[config.mk]
export PLATFORM = sky130hd
export DESIGN_NAME = fp32_divider_seq_flat
export DESIGN_NICKNAME = d
export VERILOG_FILES = /design/src/rtl/fp32_divider_seq_if.sv /design/src/rtl/fp32_divider_seq.sv /design/src/flat_wrapper.sv
export SDC_FILE = /design/constraint.sdc
export NUM_CORES = 1
export LEC_CHECK = 0
export ABC_AREA = 1
export CAP_MARGIN = 20
export CORE_ASPECT_RATIO = 1.1
export CORE_UTILIZATION = 35
export CTS_CLUSTER_DIAMETER = 40
export DETAILED_ROUTE_END_ITERATION = 8
export GPL_TIMING_DRIVEN = 0
export SLEW_MARGIN = 20
export SYNTH_ARGS = -nofsm -noshare
export SYNTH_HDL_FRONTEND = slang
export SYNTH_SLANG_ARGS = --single-unit
[constraint.sdc]
create_clock -name clk -period 5 [get_ports clk]
set_clock_uncertainty 0.15 [all_clocks]
set_input_delay 0.5 -clock clk [delete_from_list [all_inputs] [get_ports clk]]
set_output_delay 0.5 -clock clk [all_outputs]
set_load 0.01 [all_outputs]
[src/rtl/fp32_divider_seq_if.sv]
// Start/busy/done handshake bundle for the sequential FP32 divider.
// master drives start, A, B; slave returns busy, done, S.
interface fp32_divider_seq_if;
    logic        start;
    logic [31:0] A;
    logic [31:0] B;
    logic        busy;
    logic        done;
    logic [31:0] S;

    modport master (
        output start, A, B,
        input  busy, done, S
    );

    modport slave (
        input  start, A, B,
        output busy, done, S
    );
endinterface

[src/rtl/fp32_divider_seq.sv]
// Sequential FP32 divider S = A / B, restoring, one quotient bit per clock.
// Ports: clk, rst_n (sync, active-low), bus (slave: start/A/B in, busy/done/S out).
module fp32_divider_seq (
    input  logic                 clk,
    input  logic                 rst_n,
    fp32_divider_seq_if.slave    bus
);

    localparam logic [1:0] IDLE = 2'd0;
    localparam logic [1:0] CALC = 2'd1;
    localparam logic [1:0] NORM = 2'd2;
    localparam logic [1:0] DONE = 2'd3;

    logic [1:0]  state_q, state_d;
    logic        sign_q, sign_d;
    logic [7:0]  ea_q, ea_d;
    logic [7:0]  eb_q, eb_d;
    logic [24:0] rem_q, rem_d;
    logic [23:0] div_q, div_d;
    logic [24:0] quo_q, quo_d;
    logic [4:0]  cnt_q, cnt_d;
    logic        spec_q, spec_d;
    logic [31:0] sres_q, sres_d;
    logic [31:0] s_q, s_d;

    // Operand classification on the live inputs, used only at acceptance.
    logic        sgn;
    logic        a_zero, a_inf, a_nan;
    logic        b_zero, b_inf, b_nan;
    logic        is_nan, is_inf, is_zero;
    logic [31:0] spec_val;

    assign sgn    = bus.A[31] ^ bus.B[31];
    assign a_zero = bus.A[30:23] == 8'h00;
    assign b_zero = bus.B[30:23] == 8'h00;
    assign a_inf  = bus.A[30:23] == 8'hFF && bus.A[22:0] == 23'd0;
    assign b_inf  = bus.B[30:23] == 8'hFF && bus.B[22:0] == 23'd0;
    assign a_nan  = bus.A[30:23] == 8'hFF && bus.A[22:0] != 23'd0;
    assign b_nan  = bus.B[30:23] == 8'hFF && bus.B[22:0] != 23'd0;

    assign is_nan  = a_nan | b_nan | (a_zero & b_zero) | (a_inf & b_inf);
    assign is_inf  = a_inf | b_zero;
    assign is_zero = a_zero | b_inf;

    always_comb begin
        spec_val = {sgn, 31'd0};
        if (is_nan)
            spec_val = 32'h7FC00000;
        else if (is_inf)
            spec_val = {sgn, 8'hFF, 23'd0};
    end

    // One restoring step; the difference always fits in 24 bits.
    logic        rem_ge;
    logic [24:0] rem_sub;

    assign rem_ge  = rem_q >= {1'b0, div_q};
    assign rem_sub = rem_ge ? rem_q - {1'b0, div_q} : rem_q;

    // Biased exponent in 10-bit two's complement, minus one when q < 1.0.
    logic [9:0]  exp_n;
    logic [22:0] frac_n;
    logic        ovf, unf;
    logic [31:0] norm_res;

    assign exp_n  = {2'b00, ea_q} - {2'b00, eb_q} + 10'd127
                  - {9'd0, ~quo_q[24]};
    assign frac_n = quo_q[24] ? quo_q[23:1] : quo_q[22:0];
    assign ovf    = ~exp_n[9] && exp_n >= 10'd255;
    assign unf    = exp_n[9] || exp_n == 10'd0;

    always_comb begin
        norm_res = {sign_q, exp_n[7:0], frac_n};
        if (ovf)
            norm_res = {sign_q, 8'hFF, 23'd0};
        else if (unf)
            norm_res = {sign_q, 31'd0};
    end

    always_comb begin
        state_d = state_q;
        sign_d  = sign_q;
        ea_d    = ea_q;
        eb_d    = eb_q;
        rem_d   = rem_q;
        div_d   = div_q;
        quo_d   = quo_q;
        cnt_d   = cnt_q;
        spec_d  = spec_q;
        sres_d  = sres_q;
        s_d     = s_q;
        unique case (state_q)
            IDLE: begin
                if (bus.start) begin
                    sign_d  = sgn;
                    ea_d    = bus.A[30:23];
                    eb_d    = bus.B[30:23];
                    rem_d   = {2'b01, bus.A[22:0]};
                    div_d   = {1'b1, bus.B[22:0]};
                    quo_d   = 25'd0;
                    cnt_d   = 5'd0;
                    spec_d  = is_nan | is_inf | is_zero;
                    sres_d  = spec_val;
                    state_d = (is_nan | is_inf | is_zero) ? NORM : CALC;
                end
            end
            CALC: begin
                rem_d = {rem_sub[23:0], 1'b0};
                quo_d = {quo_q[23:0], rem_ge};
                cnt_d = cnt_q + 5'd1;
                if (cnt_q == 5'd24)
                    state_d = NORM;
            end
            NORM: begin
                s_d     = spec_q ? sres_q : norm_res;
                state_d = DONE;
            end
            DONE: begin
                state_d = IDLE;
            end
            default: begin
                state_d = IDLE;
            end
        endcase
    end

    always_ff @(posedge clk) begin
        if (!rst_n) begin
            state_q <= IDLE;
            sign_q  <= 1'b0;
            ea_q    <= 8'd0;
            eb_q    <= 8'd0;
            rem_q   <= 25'd0;
            div_q   <= 24'd0;
            quo_q   <= 25'd0;
            cnt_q   <= 5'd0;
            spec_q  <= 1'b0;
            sres_q  <= 32'd0;
            s_q     <= 32'd0;
        end else begin
            state_q <= state_d;
            sign_q  <= sign_d;
            ea_q    <= ea_d;
            eb_q    <= eb_d;
            rem_q   <= rem_d;
            div_q   <= div_d;
            quo_q   <= quo_d;
            cnt_q   <= cnt_d;
            spec_q  <= spec_d;
            sres_q  <= sres_d;
            s_q     <= s_d;
        end
    end

    assign bus.busy = (state_q == CALC) || (state_q == NORM);
    assign bus.done = state_q == DONE;
    assign bus.S    = s_q;

endmodule

[src/flat_wrapper.sv]
// flat-port wrapper written by rule: the top's interface ports become plain ports
module fp32_divider_seq_flat 
  (clk, rst_n, bus_start, bus_A, bus_B, bus_busy, bus_done, bus_S);
  fp32_divider_seq_if bus_i ();
  input  logic clk;
  input  logic rst_n;
  input wire logic [$bits(bus_i.start)-1:0] bus_start;
  input wire logic [$bits(bus_i.A)-1:0] bus_A;
  input wire logic [$bits(bus_i.B)-1:0] bus_B;
  output wire logic [$bits(bus_i.busy)-1:0] bus_busy;
  output wire logic [$bits(bus_i.done)-1:0] bus_done;
  output wire logic [$bits(bus_i.S)-1:0] bus_S;
  assign bus_i.start = bus_start;
  assign bus_i.A = bus_A;
  assign bus_i.B = bus_B;
  assign bus_busy = bus_i.busy;
  assign bus_done = bus_i.done;
  assign bus_S = bus_i.S;
  fp32_divider_seq u_core (.clk(clk), .rst_n(rst_n), .bus(bus_i));
endmodule
======== Yosys cells after proc, flatten, opt, wreduce, memory -nomap -nowiden ========
Cells that the tools add are included.
word-level totals
  input port bits ......................... 67
  register bits after elaboration ......... 163
cells by class
  magnitude comparators ................... 2
  multiplexer cells ....................... 17
  bitwise gates (word level) .............. 12
  eq/ne operators ......................... 8
  reductions and logical operators ........ 19
  add/sub/neg operators ................... 5
operators with widths
  cell                                                                     count
  25-bit case mux with 2 select lines                                      2
  31-bit 2-to-1 mux                                                        3
  32-bit 2-to-1 mux                                                        2
  25-bit 2-to-1 mux                                                        2
  23-bit zero test                                                         2
  23-bit nonzero test                                                      2
  25-bit by 24-bit >= comparator with 1-bit output                         1
  24-bit 2-to-1 mux                                                        1
  24-bit subtractor                                                        1
  23-bit 2-to-1 mux                                                        1
  8-bit == test (second input constant)                                    2
  8-bit zero test                                                          2
  10-bit by 7-bit adder with 10-bit output (second input constant)         1
  10-bit by 8-bit >= comparator with 1-bit output (second input constant)  1
  10-bit zero test                                                         1
  5-bit case mux with 2 select lines                                       1
  10-bit by 1-bit subtractor with 10-bit output                            1
  8-bit by 8-bit subtractor with 9-bit output                              1
  2-bit case mux with 4 select lines                                       1
  1-bit bitwise OR                                                         7
  2-bit 2-to-1 mux                                                         3
  2-bit AND reduction                                                      3
  5-bit by 1-bit adder with 5-bit output (second input constant)           1
  5-bit == test (second input constant)                                    1
  other kinds (12)                                                         20

======== Logic depth before layout (Yosys ltp) ========
Gate-level depths: netlist (run 1).
  word-level depth ........................ 10
  gate-level depth with buffers ........... 25
  depth with buffers taken out ............ 24

======== Worst setup path after synthesis (run 1) ========
No wires, ideal clock.
  path type ............................... reg2reg
  start ................................... register u_core.ea_q[0]
  end ..................................... register u_core.s_q[4], in the netlist u_core.bus.S[4]
  clock period less this slack ............ 3.371 ns
  data arrival time ....................... 3.081 ns
  stages on the path, launching flop included .. 21
  setup slack ............................. 1.629 ns
  cell sequence ........................... dfxtp_1 -> inv_1 -> ha_1 -> inv_1 -> fa_1 -> xor2_1 -> ha_1 -> a21oi_1 -> nand2_1 -> or2_2 -> nand2_1 -> inv_1 -> nor2_1 -> nand3_1 -> nor2_2 -> nand4_4 -> and2_4 -> buf_6 -> buf_12 -> nand3_2 -> a21oi_2
on the way
  longest elaborated chain between the ends .. 8
ends and longest elaborated chain
  element                                                                                  line                     source
  from (decl)                                                                              fp32_divider_seq.sv:16   logic [7:0] ea_q, ea_d;
  from (signal assigned)                                                                   fp32_divider_seq.sv:131  ea_q <= 8'd0;
  from (signal assigned)                                                                   fp32_divider_seq.sv:143  ea_q <= ea_d;
  8-bit by 8-bit subtractor with 9-bit output *                                            fp32_divider_seq.sv:66   assign exp_n = {2'b00, ea_q} - {2'b00, eb_q} + 10'd127
  10-bit by 7-bit adder with 10-bit output *                                               fp32_divider_seq.sv:66
  10-bit by 1-bit subtractor with 10-bit output *                                          fp32_divider_seq.sv:67   - {9'd0, ~quo_q[24]};
  branches (longest 3 deep; another with 10-bit by 8-bit >= comparator with 1-bit output)  -
  31-bit 2-to-1 mux *                                                                      fp32_divider_seq.sv:74   if (ovf)
  32-bit 2-to-1 mux *                                                                      fp32_divider_seq.sv:115  s_d = spec_q ? sres_q : norm_res;
  to (signal assigned)                                                                     fp32_divider_seq.sv:139  s_q <= 32'd0;
  to (signal assigned)                                                                     fp32_divider_seq.sv:151  s_q <= s_d;
  to (decl)                                                                                fp32_divider_seq.sv:24   logic [31:0] s_q, s_d;
Mark *: on every way between the ends.
A chain may end at the register's enable or synchronous reset.

======== Worst setup path in the final report (run 1) ========
  start ................................... register u_core.ea_q[0]
  end ..................................... register u_core.s_q[9], in the netlist u_core.bus.S[9]
The elaborated chain is that of the path after synthesis.

==> results of run 1 <==
-- cell type report --
class,instances,area share
buffer,56,0.0264
clock buffer,22,0.0479
clock inverter,10,0.00842
inverter,129,0.0479
multi-input combinational,842,0.467
sequential,134,0.266
tap,300,0.0372
timing repair buffer,100,0.0991
-- layer usage --
layer	GRT usage	routed length, um
met4	0.0698	525
met1	0.250	10700
met5	0	0
met3	0.0301	948
met2	0.342	10900
-- cell usage after synthesis (14+ instances only) --
| cell | number |
|---|---|
| nand3_2 | 23 |
| nand3_1 | 35 |
| inv_1 | 125 |
| nand2_2 | 14 |
| nor2_1 | 76 |
| nand2_1 | 198 |
| clkbuf_1 | 45 |
| xor2_1 | 14 |
| dfxtp_1 | 134 |
| nor3_1 | 14 |
| o21ai_0 | 126 |
| a21oi_2 | 22 |
| nor4_1 | 18 |
| a21oi_1 | 188 |
| ha_1 | 45 |
-- stage by stage --
step                setup slack (ns)  total power [mW]
global route                    1.08              8.99
CTS                             1.33              8.23
finish                          1.39              8.20
floorplan                       1.63              5.74
global placement                1.35              6.94
detailed placement              1.35              6.99
-- layout by cell type, fill, tap and decap left out, types with 9 or more instances in the layout --
cell type        instances
nor4_1                  18
clkbuf_16               17
nand4_1                  9
nor2_1                  76
nor3_1                  14
inv_1                  125
xnor2_1                 11
dfxtp_1                134
nand3_1                 35
ha_1                    45
o21ai_0                126
xor2_1                  14
clkdlybuf4s50_1        100
clkbuf_1                46
a21oi_2                 22
nand2_2                 14
nand2_1                198
nand3_2                 23
a21oi_1                188
-- worst min-delay path by stage --
stage	startpoint	to	slack [ns]	cells after the start
floorplan	u_core.ea_q[0]	u_core.ea_q[0]	0.28	2
global route	u_core.div_q[7]	u_core.div_q[7]	0.33	2
CTS	u_core.bus.S[13]	u_core.bus.S[13]	0.32	2
finish	u_core.div_q[3]	u_core.div_q[3]	0.32	2
global placement	u_core.ea_q[0]	u_core.ea_q[0]	0.30	2
detailed placement	u_core.ea_q[0]	u_core.ea_q[0]	0.30	2
-- power breakdown --
group	switching, mW	internal (mW)	leakage, nW
Combinational	3.57	1.98	2.59
Sequential	0.133	1.30	1.10
Clock	0.514	0.697	0.275
Total	4.22	3.98	3.96
-- flip-flops by register name, indices dropped and copies added (netlist names) --
signal and count:
u_core.bus.S 32, u_core.cnt_q 5, u_core.div_q 24, u_core.ea_q 8, u_core.eb_q 8, u_core.quo_q 25, u_core.rem_q 25, u_core.sign_q 1
u_core.spec_q 1, u_core.sres_q 3, u_core.state_q 2
-- cell families after synthesis --
logic type	share of synthesized area
AO/OA/AOI/OAI	0.244
XOR/XNOR	0.0269
adder cells (fa/ha/maj)	0.0764
buffers and inverters	0.0921
flip-flops	0.329
AND/OR/NAND/NOR	0.232
-- worst register-to-register path, cell delays in order, from the launching register on --
cell and delay [ns]:
dfxtp_1 0.30, inv_1 0.07, ha_1 0.16, inv_1 0.07, fa_1 0.42, xor2_1 0.32, ha_1 0.35, a21oi_1 0.15
nand2_1 0.07, or2_2 0.27, nand2_1 0.08, inv_1 0.05, nor2_1 0.08, nand3_1 0.09, nor2_2 0.15, nand4_4 0.15
and2_4 0.18, buf_6 0.13, buf_12 0.14, nand3_2 0.07, a21oi_2 0.05
==> impl_metrics.env, run 1 <==
export IMPL_crit_chain="inv_1 > ha_1 > inv_1 > fa_1 > xor2_1 > ha_1 > a21oi_1 > nand2_1 > or2_2 > nand2_1 > inv_1 > nor2_1 > nand3_1 > nor2_2 > nand4_4 > and2_4 > buf_6 > buf_12 > nand3_2 > a21oi_2"
export IMPL_die_h_um=162
export IMPL_antenna_found_initial=0
export IMPL_r2r_end="u_core.bus.S[9]"
export IMPL_synth_cells=1161
export IMPL_die_area_sq_um=23900
export IMPL_routed_wl_um=23100
export IMPL_drc=0
export IMPL_critPathSlowestCell="fa_1"
export IMPL_r2r_slack_ns=1.39
export IMPL_hold_violations=0
export IMPL_avgSynthCellArea_sq_um=7.02
export IMPL_drive_gt1_frac=0.0882
export IMPL_fin_crit_ns=3.61
export IMPL_crit_path_start="u_core.ea_q[0]"
export IMPL_cts_root_buffer="clkbuf_16"
export IMPL_setup_tns_ns=0
export IMPL_routed_via_density=5.09
export IMPL_postCtsHoldBufs=0
export IMPL_clk_pin_slew_worst_paths_ns=0.06
export IMPL_synth_edf_count=0
export IMPL_ys_types=43
export IMPL_critPathArrivalTime_ns=3.76
export IMPL_post_cts_buffers=0
export IMPL_cts_buffer_depth=2
export IMPL_io_buffers=100
export IMPL_cts_resized=0
export IMPL_path_delay_family="simple AND/OR/NAND/NOR gates"
export IMPL_drt_iter0_drc=468
export IMPL_cts_tree="built"
export IMPL_tightest_slew_ns=0.716
export IMPL_place_congestion=0.922
export IMPL_synth_ff_type="dfxtp_1"
export IMPL_grt_pass1_wl_um=37600
export IMPL_critPathMaxStageDelay_ns=0.42
export IMPL_fmax_ghz=0.277
export IMPL_grtUsageTotal=0.198
export IMPL_p_leak_nw=3.96
export IMPL_wire_per_inst_um=14.5
export IMPL_drv_cap=0
export IMPL_ios=101
export IMPL_critPathMostFrequentCell="inv_1"
export IMPL_hp_class="reg -> reg"
export IMPL_place_area_sq_um=9530
export IMPL_slew_viol_final=0
export IMPL_r2r_start="u_core.ea_q[0]"
export IMPL_synth_top_area_frac=0.329
export IMPL_critPathLaunchType="flip-flop"
export IMPL_slew_headroom=0.520
export IMPL_cp_depth=20
export IMPL_setup_worst_path_end_class="flip-flop"
export IMPL_period_share=0.723
export IMPL_ys_seq_elements=134
export IMPL_dr_pass1_iters=5
export IMPL_synth_area_sq_um=8150
export IMPL_grt_max_degree=17
export IMPL_vias=8113
export IMPL_numCtsBuffers=17
export IMPL_critPathMaxFanout=10
export IMPL_clk_latency_ns=0.43
export IMPL_critPathRequiredTime_ns=5.14
export IMPL_htreeDepth=4
export IMPL_multi_input_area_sq_um=4720
export IMPL_dp_cells=1561
export IMPL_final_antenna_net_count=0
export IMPL_setup_viol=0
export IMPL_start_util=0.357
export IMPL_die_x_um=148
export IMPL_yosys_warnings=0
export IMPL_core_area_sq_um=22900
export IMPL_core_rowCount=58
export IMPL_ys_seq_area_frac=0.329
export IMPL_reg2reg_depth=20
export IMPL_overflow=0
export IMPL_synth_area_leaders="dfxtp_1 33%, a21oi_1 12%, nand2_1 9.1%"
export IMPL_fin_area_sq_um=10100
export IMPL_synth_largest_area_cell="dfxtp_1"
export IMPL_fin_cells=1593
export IMPL_whs_ns=0.316
export IMPL_num_antenna_cells=0
export IMPL_synth_fp_nets=1276
export IMPL_power_density_nw_per_um2=812
export IMPL_final_nets=1395
export IMPL_worst_setup_path_type="reg -> reg"
export IMPL_place_hpwl_um=17900
export IMPL_fillers=2444
export IMPL_irDropWorstVdd_uv=451
export IMPL_utilization=0.442
export IMPL_syn2layout_area_growth_pct=23.9
export IMPL_async_reset_ff_frac=0
export IMPL_status="completed"
export IMPL_endpoint="u_core.bus.S[9]"
export IMPL_crit_buf_inv=5
export IMPL_grt_pass1_vias=7663
export IMPL_rsz0062_at_grt="false"
export IMPL_clock_sinks=134
export IMPL_regArea_sq_um=2680
(Power assumes the default switching activity.)
==> run 2: changes to the inputs <==
clock period = 3.79 ns   (was 5 ns; I/O delays follow)
==> run 2 against run 1 <==
Count of clock-buffer cells in the layout unchanged. Cell area up 0.45%. Register-to-register slack worse by 1.1 ns. First-iteration DRC count up 7.7%. Routed wire length down 0.12%. Final cell count unchanged.
==> impl_metrics.env, run 2 (same netlist as run 1, synthesis figures left out) <==
export IMPL_grtUsageTotal=0.198
export IMPL_power_density_nw_per_um2=1080
export IMPL_clk_latency_ns=0.43
export IMPL_hp_class="reg -> reg"
export IMPL_final_antenna_net_count=0
export IMPL_grt_pass1_vias=7663
export IMPL_slew_viol_final=0
export IMPL_postCtsHoldBufs=0
export IMPL_clk_pin_slew_worst_paths_ns=0.06
export IMPL_fmax_ghz=0.285
export IMPL_routed_wl_um=23000
export IMPL_routed_via_density=5.08
export IMPL_antenna_found_initial=0
export IMPL_finalPower_mw=11.0
export IMPL_vias=8098
export IMPL_die_area_sq_um=23900
export IMPL_multi_input_area_sq_um=4760
export IMPL_start_util=0.357
export IMPL_overflow=0
export IMPL_place_hpwl_um=17900
export IMPL_period_share=0.926
export IMPL_status="completed"
export IMPL_drt_iter0_drc=504
export IMPL_slew_headroom=0.513
export IMPL_r2r_end="u_core.bus.S[9]"
export IMPL_setup_tns_ns=0
export IMPL_syn2layout_area_growth_pct=24.4
export IMPL_mostFrequentLayoutCells="197 x nand2_1, 187 x a21oi_1, 134 x dfxtp_1"
export IMPL_fillers=2435
export IMPL_p_leak_nw=3.97
export IMPL_regArea_sq_um=2680
export IMPL_cts_buffer_depth=2
export IMPL_num_antenna_cells=0
export IMPL_die_x_um=148
export IMPL_critPathRequiredTime_ns=3.93
export IMPL_htreeDepth=4
export IMPL_drc=0
export IMPL_dr_pass1_iters=6
export IMPL_drv_cap=0
export IMPL_worst_setup_path_type="reg -> reg"
export IMPL_setup_worst_path_end_class="flip-flop"
export IMPL_place_congestion=0.922
export IMPL_irDropWorstVdd_uv=595
export IMPL_ios=101
export IMPL_rsz0062_at_grt="false"
export IMPL_r2r_slack_ns=0.28
export IMPL_setup_viol=0
export IMPL_drive_gt1_frac=0.0944
export IMPL_critPathMaxFanout=10
export IMPL_grt_max_degree=17
export IMPL_hold_violations=0
export IMPL_critPathArrivalTime_ns=3.65
export IMPL_core_rowCount=58
export IMPL_grt_pass1_wl_um=37600
export IMPL_core_area_sq_um=22900
export IMPL_numCtsBuffers=17
export IMPL_post_cts_buffers=0
export IMPL_min_path_cells=2
export IMPL_cts_root_buffer="clkbuf_16"
export IMPL_holdPathEnd="u_core.div_q[3]"
export IMPL_largest_reg_flops=32
export IMPL_io_buffers=100
export IMPL_tightest_slew_ns=0.731
export IMPL_cts_tree="built"
export IMPL_layout_commonest_cell="nand2_1"
export IMPL_die_h_um=162
export IMPL_critPathLaunchType="flip-flop"
export IMPL_wire_per_inst_um=14.5
export IMPL_final_nets=1395
export IMPL_clock_sinks=134
export IMPL_fin_crit_ns=3.51
export IMPL_reg2reg_depth=22
export IMPL_hp_start="u_core.div_q[3]"
export IMPL_r2r_start="u_core.eb_q[2]"
[run 2: critical path: stages, from the launching register on]
cell	delay (ns)
dfxtp_1	0.31
inv_1	0.06
ha_2	0.38
nand2_1	0.07
nand2_1	0.09
o21bai_1	0.13
xor2_1	0.21
inv_1	0.10
ha_4	0.26
a21oi_1	0.13
nand2_1	0.07
or2_2	0.27
nand2_1	0.08
inv_1	0.05
nor2_1	0.08
nand3_1	0.09
nor2_2	0.15
nand4_4	0.15
and2_4	0.17
buf_6	0.13
buf_12	0.14
nand3_2	0.06
a21oi_2	0.05
[run 2: report_power, final]
| group | internal (mW) | switching [mW] | total [mW] |
|---|---|---|---|
| logic | 2.70 | 4.77 | 7.47 |
| registers | 1.72 | 0.176 | 1.90 |
| clock network | 0.919 | 0.678 | 1.60 |
[run 2: cell type report]
type,instances,share of cell area
multi-input cells,842,0.469
flip-flops and latches,134,0.264
repair buffers,100,0.0987
clock buffers,22,0.0477
inverters,129,0.0477
well taps,300,0.0370
plain buffers,56,0.0266
clock inverters,10,0.00839
[run 2: routing by layer]
metal | up-vias | track usage | wire, um
li1 | 4152 | - | -
met1 | 3715 | 0.250 | 10600
met2 | 198 | 0.342 | 10900
met3 | 33 | 0.0301 | 994
met4 | 0 | 0.0698 | 511
met5 | - | 0 | 0
[run 2: repair_timing]
| action | in CTS | in global routing |
|---|---|---|
| setup endpoints to repair | 0 | 29 |
| gates resized for setup | 0 | 9 |
| endpoints found under the hold margin | 0 | 0 |
[run 2: how the worst max path moves through the flow]
stage                   start         endpoint  cells past startpoint
4_1_cts        u_core.ea_q[0]  u_core.bus.S[7]                     20
5_1_grt        u_core.ea_q[0]  u_core.bus.S[9]                     22
6_report       u_core.eb_q[2]  u_core.bus.S[9]                     22
3_5_place_dp   u_core.ea_q[0]  u_core.bus.S[7]                     20
3_3_place_gp   u_core.ea_q[0]  u_core.bus.S[7]                     20
2_1_floorplan  u_core.ea_q[0]  u_core.bus.S[4]                     20
[run 2: stage by stage]
| step | hold slack (ns) | instances | setup WS (ns) | area (sq um) | util |
|---|---|---|---|---|---|
| 2_1_floorplan | 0.283 | 1161 | 0.419 | 8150 | - |
| 3_3_place_gp | 0.296 | 1561 | 0.142 | 9530 | 0.417 |
| 6_report | 0.316 | 1593 | 0.282 | 10100 | 0.444 |
| 4_1_cts | 0.318 | 1593 | 0.121 | 10100 | 0.442 |
| 5_1_grt | 0.335 | 1593 | 0.00367 | 10100 | 0.444 |
| 3_5_place_dp | 0.304 | 1561 | 0.135 | 9530 | 0.417 |
==> run 3: changes to the inputs <==
PLACE_DENSITY_LB_ADDON = 0.15   (was not set)
==> run 3 against run 2 <==
Utilization grew 0.19 points. Largest cell class unchanged. Hold slack lost 0.0017 ns. Global-route usage is essentially flat. Setup slack gained 0.0038 ns. Critical endpoint is now u_core.bus.S[3].
==> impl_metrics.env, run 3 (same netlist as run 1, synthesis figures left out) <==
export IMPL_critPathMostFrequentCell="inv_1"
export IMPL_grt_pass1_vias=7565
export IMPL_die_h_um=162
export IMPL_tightest_slew_ns=0.751
export IMPL_setup_viol=0
export IMPL_clk_latency_ns=0.43
export IMPL_status="completed"
export IMPL_routed_via_density=5.03
export IMPL_drive_gt1_frac=0.0943
export IMPL_clk_pin_slew_worst_paths_ns=0.07
export IMPL_crit_buf_inv=7
export IMPL_core_area_sq_um=22900
export IMPL_place_hpwl_um=18200
export IMPL_fmax_ghz=0.285
export IMPL_die_area_sq_um=23900
export IMPL_layout_commonest_cell="nand2_1"
export IMPL_numCtsBuffers=17
export IMPL_irDropWorstVdd_uv=415
export IMPL_setup_worst_path_end_class="flip-flop"
export IMPL_slew_viol_final=0
export IMPL_overflow=0
export IMPL_critPathRequiredTime_ns=3.94
export IMPL_cts_tree="built"
export IMPL_drv_cap=0
export IMPL_largest_reg_flops=32
export IMPL_place_area_sq_um=9530
export IMPL_cts_root_buffer="clkbuf_16"
export IMPL_syn2layout_area_growth_pct=24.9
export IMPL_dp_cells=1561
export IMPL_mostFrequentLayoutCells="198 x nand2_1, 187 x a21oi_1, 134 x dfxtp_1"
export IMPL_rsz0062_at_grt="false"
export IMPL_critPathLaunchType="flip-flop"
export IMPL_routed_wl_um=23000
export IMPL_place_congestion=0.966
export IMPL_drt_iter0_drc=407
export IMPL_cts_buffer_depth=2
export IMPL_power_density_nw_per_um2=1090
export IMPL_grt_max_degree=17
export IMPL_dr_pass1_iters=7
export IMPL_critPathMaxFanout=10
export IMPL_crit_chain="inv_1 > ha_1 > inv_1 > fa_2 > inv_1 > ha_1 > inv_1 > fa_1 > inv_1 > nor3_1 > nand2_1 > nor2_1 > nand3_1 > nor2_2 > nand4_4 > and2_4 > buf_6 > buf_12 > nand3_2 > a21oi_2"
export IMPL_fillers=2451
export IMPL_setup_tns_ns=0
export IMPL_start_util=0.357
export IMPL_grt_pass1_wl_um=37600
export IMPL_multi_input_area_sq_um=4760
export IMPL_hold_violations=0
export IMPL_period_share=0.925
export IMPL_critPathMaxStageDelay_ns=0.47
export IMPL_final_nets=1396
export IMPL_fin_area_sq_um=10200
export IMPL_core_rowCount=58
export IMPL_io_buffers=100
export IMPL_hp_class="reg -> reg"
export IMPL_vias=8012
export IMPL_p_leak_nw=3.99
export IMPL_critPathSlowestCell="fa_1"
export IMPL_htreeDepth=4
export IMPL_fin_cells=1594
export IMPL_grtUsageTotal=0.198
export IMPL_antenna_found_initial=0
export IMPL_final_antenna_net_count=0
export IMPL_fin_crit_ns=3.50
export IMPL_num_antenna_cells=0
export IMPL_ios=101
export IMPL_die_x_um=148
export IMPL_regArea_sq_um=2680
export IMPL_clock_sinks=134
export IMPL_critPathArrivalTime_ns=3.65
export IMPL_path_delay_family="adder cells"
export IMPL_slew_headroom=0.499
export IMPL_wire_per_inst_um=14.4
export IMPL_drc=0
export IMPL_worst_setup_path_type="reg -> reg"
==> run 3: cell types whose count changed in the layout (fill, tap and decap cells not counted), sizes merged <==
cell / change
clkinvlp: -1
clkbuf: -5
inv: +5
buf: +1
bufinv: +1
==> run 3: what timing repair did <==
item / CTS / global route
gates resized for setup: 0 / 8
endpoints found under the setup margin: 0 / 30
buffers inserted: 0 / 1
hold buffers: 0 / 0
==> run 3: layer usage <==
metal | vias to the layer above | routed length (um) | track usage
li1 | 4163 | - | -
met1 | 3658 | 10600 | 0.252
met2 | 168 | 11200 | 0.347
met3 | 23 | 861 | 0.0267
met4 | 0 | 351 | 0.0553
met5 | - | 0 | 0
==> run 3: worst reg2reg max path, stage by stage (launching register included) <==
cell	delay, ns
dfxtp_1	0.31
inv_1	0.05
ha_1	0.19
inv_1	0.11
fa_2	0.45
inv_1	0.11
ha_1	0.17
inv_1	0.05
fa_1	0.47
inv_1	0.06
nor3_1	0.12
nand2_1	0.07
nor2_1	0.10
nand3_1	0.10
nor2_2	0.16
nand4_4	0.16
and2_4	0.18
buf_6	0.13
buf_12	0.14
nand3_2	0.07
a21oi_2	0.05
==> run 3: report_power, final <==
group | switching [mW] | leakage (nW) | internal [mW]
combinational | 4.76 | 2.60 | 2.71
sequential | 0.181 | 1.10 | 1.72
clock | 0.748 | 0.295 | 0.947
total | 5.69 | 3.99 | 5.38
==> run 3: area by class of cell <==
type,instances,share of cell area
buffer,56,0.0265
tap,300,0.0368
clock inverter,15,0.0176
clock buffer,17,0.0418
multi-input combinational,842,0.467
inverter,129,0.0475
sequential,134,0.263
timing repair buffer,101,0.0990
==> run 3: worst paths after layout <==
path | startpoint | end | slack (ns) | cells past startpoint
max | u_core.ea_q[0] | u_core.bus.S[3] | 0.29 | 20
min | u_core.bus.S[13] | u_core.bus.S[13] | 0.31 | 2
max reg2reg | u_core.ea_q[0] | u_core.bus.S[3] | 0.29 | 20
min reg2reg | u_core.bus.S[13] | u_core.bus.S[13] | 0.31 | 2
==> run 3: per-stage QoR <==
stage          utilization  worst slack, ns  total power, mW  hold WS, ns
2_1_floorplan            -            0.419             7.58        0.283
3_3_place_gp         0.417            0.123             9.22        0.295
3_5_place_dp         0.417            0.101             9.26        0.303
4_1_cts              0.443            0.108             11.0        0.312
5_1_grt              0.446          0.00131             12.1        0.336
6_report             0.446            0.286             11.1        0.314
==> variant, RTL diff (settings of run 2) <==
Reset style: asynchronous (`rst_n`), changed in one clocked block.
--- a/src/rtl/fp32_divider_seq.sv
+++ b/src/rtl/fp32_divider_seq.sv
@@ -124,7 +124,7 @@
         endcase
     end
 
-    always_ff @(posedge clk) begin
+    always_ff @(posedge clk or negedge rst_n) begin
         if (!rst_n) begin
             state_q <= IDLE;
             sign_q  <= 1'b0;
Function: differs if rst_n is asserted again (counterexample within 4 cycles, from zero or initial values and one cycle with rst_n low); with rst_n held inactive, the same outputs for 10 cycles.
==> variant against run 2 <==
  * Worst setup slack improved by 45 ps
  * Routed wire length shrank 3.8%
  * Global-route usage is 0.60 points lower
  * Final area rose by 0.70%
  * Sequential cell count did not move
  * Synthesized area is 0.78% higher
Power is left out: the tool's default activity adds up to more than one toggle a clock period on the data nets, which glitch-free logic cannot reach.
==> variant: results (changes against run 2) <==
Worst hold path
  – Hold Path Class: input port to asynchronous set/reset pin

Cells and area
  – Non-clock buffer count: 140 (-10%)
  – Area Overhead vs Synth: 24.3% (about the same)
  – Comb_multi_in: 729 (-13%)
  – Layout Utilization: 44.5% (+0.17 points)
  – Nets: 1,297 (-7.0%)
  – Clock network area share: 5.45% (-0.16 points)
  – Multi-input logic portion of the cell area: 40.3% (-6.6 points)
  – Clock Buffer Count: 18 (-18%)
  – Sequential cell area: 0.00335 mm2 (+25%)
  – Share of cells above drive strength 1: 6.86% (-2.6 points)
  – NonClk Buf Share: 11.8% (-0.69 points)

Global route
  – Largest net degree at the start of global routing: 91 (+74)
  – First-pass GRT wire length: 36,300 um (-3.5%)
  – Total GRT Usage: 19.2% (-0.60 points)

Synth
  – Net count after synthesis: 1,176 (-7.8%)
  – Post-synth top cells: nand2_1 (186), inv_1 (156), dfrtp_1 (134), a21oi_1 (120), o21ai_0 (110)
  – Post-synthesis sequential area ratio: 40.8% (+7.9 points)
  – Async S/R FF share, synth: 100% (+100 points)
  – Netlist cell types: 40 (-7.0%)
  – Top cells by area, synth: dfrtp_1 (41%), nand2_1 (8.5%), a21oi_1 (7.3%)
  – Syn Area/Cell: 7.75 um2 (+10%)

Place
  – Detailed-placement wirelength estimate: 17,000 um (-4.9%)
  – Final GP Congestion: 0.893 (-3.2%)

Drt
  – TritonRoute pass-1 iters: 5 (-1)
  – DR WL/cell: 14.8 um (+2.5%)
  – Vias per cell: 5.00 (-1.7%)
  – Total Wirelength: 22,200 um (-3.8%)

Run status
  – Status: completed

Worst setup path
  – CP top delay family: adder cells
  – Highest-delay cell along the critical path: fa_2
  – CP Data Arrival Time: 3610 ps (-40 ps)

Timing
  – Tightest Pin Transition: 775 ps (+43.8 ps)
==> variant: worst paths after layout <==
kind                       slack (ps)                to  cells past startpoint             start
min in group clk                  300  u_core.div_q[23]                      2  u_core.div_q[23]
hold reg to reg                   300  u_core.div_q[23]                      2  u_core.div_q[23]
max in group asynchronous        2460  u_core.rem_q[23]                      3             rst_n
setup reg to reg                  330   u_core.bus.S[5]                     18    u_core.eb_q[0]
hold / removal                    300    u_core.ea_q[6]                      2             rst_n
setup / recovery                  330   u_core.bus.S[5]                     18    u_core.eb_q[0]
==> variant: per-layer routing <==
layer  vias up  wire length [um]  track usage [%]
met2       175             10700             32.8
met1      3492             10100             24.6
li1       3779                 -                -
met4         0               490             6.14
met5         -                 0                0
met3        26               838             3.22
==> variant: what timing repair did <==
item                       in CTS  in global routing
buffers inserted                0                  0
hold endpoints to repair       44                  0
hold buffers                    1                  0
setup endpoints to repair       0                 26
gates resized for setup         0                  5
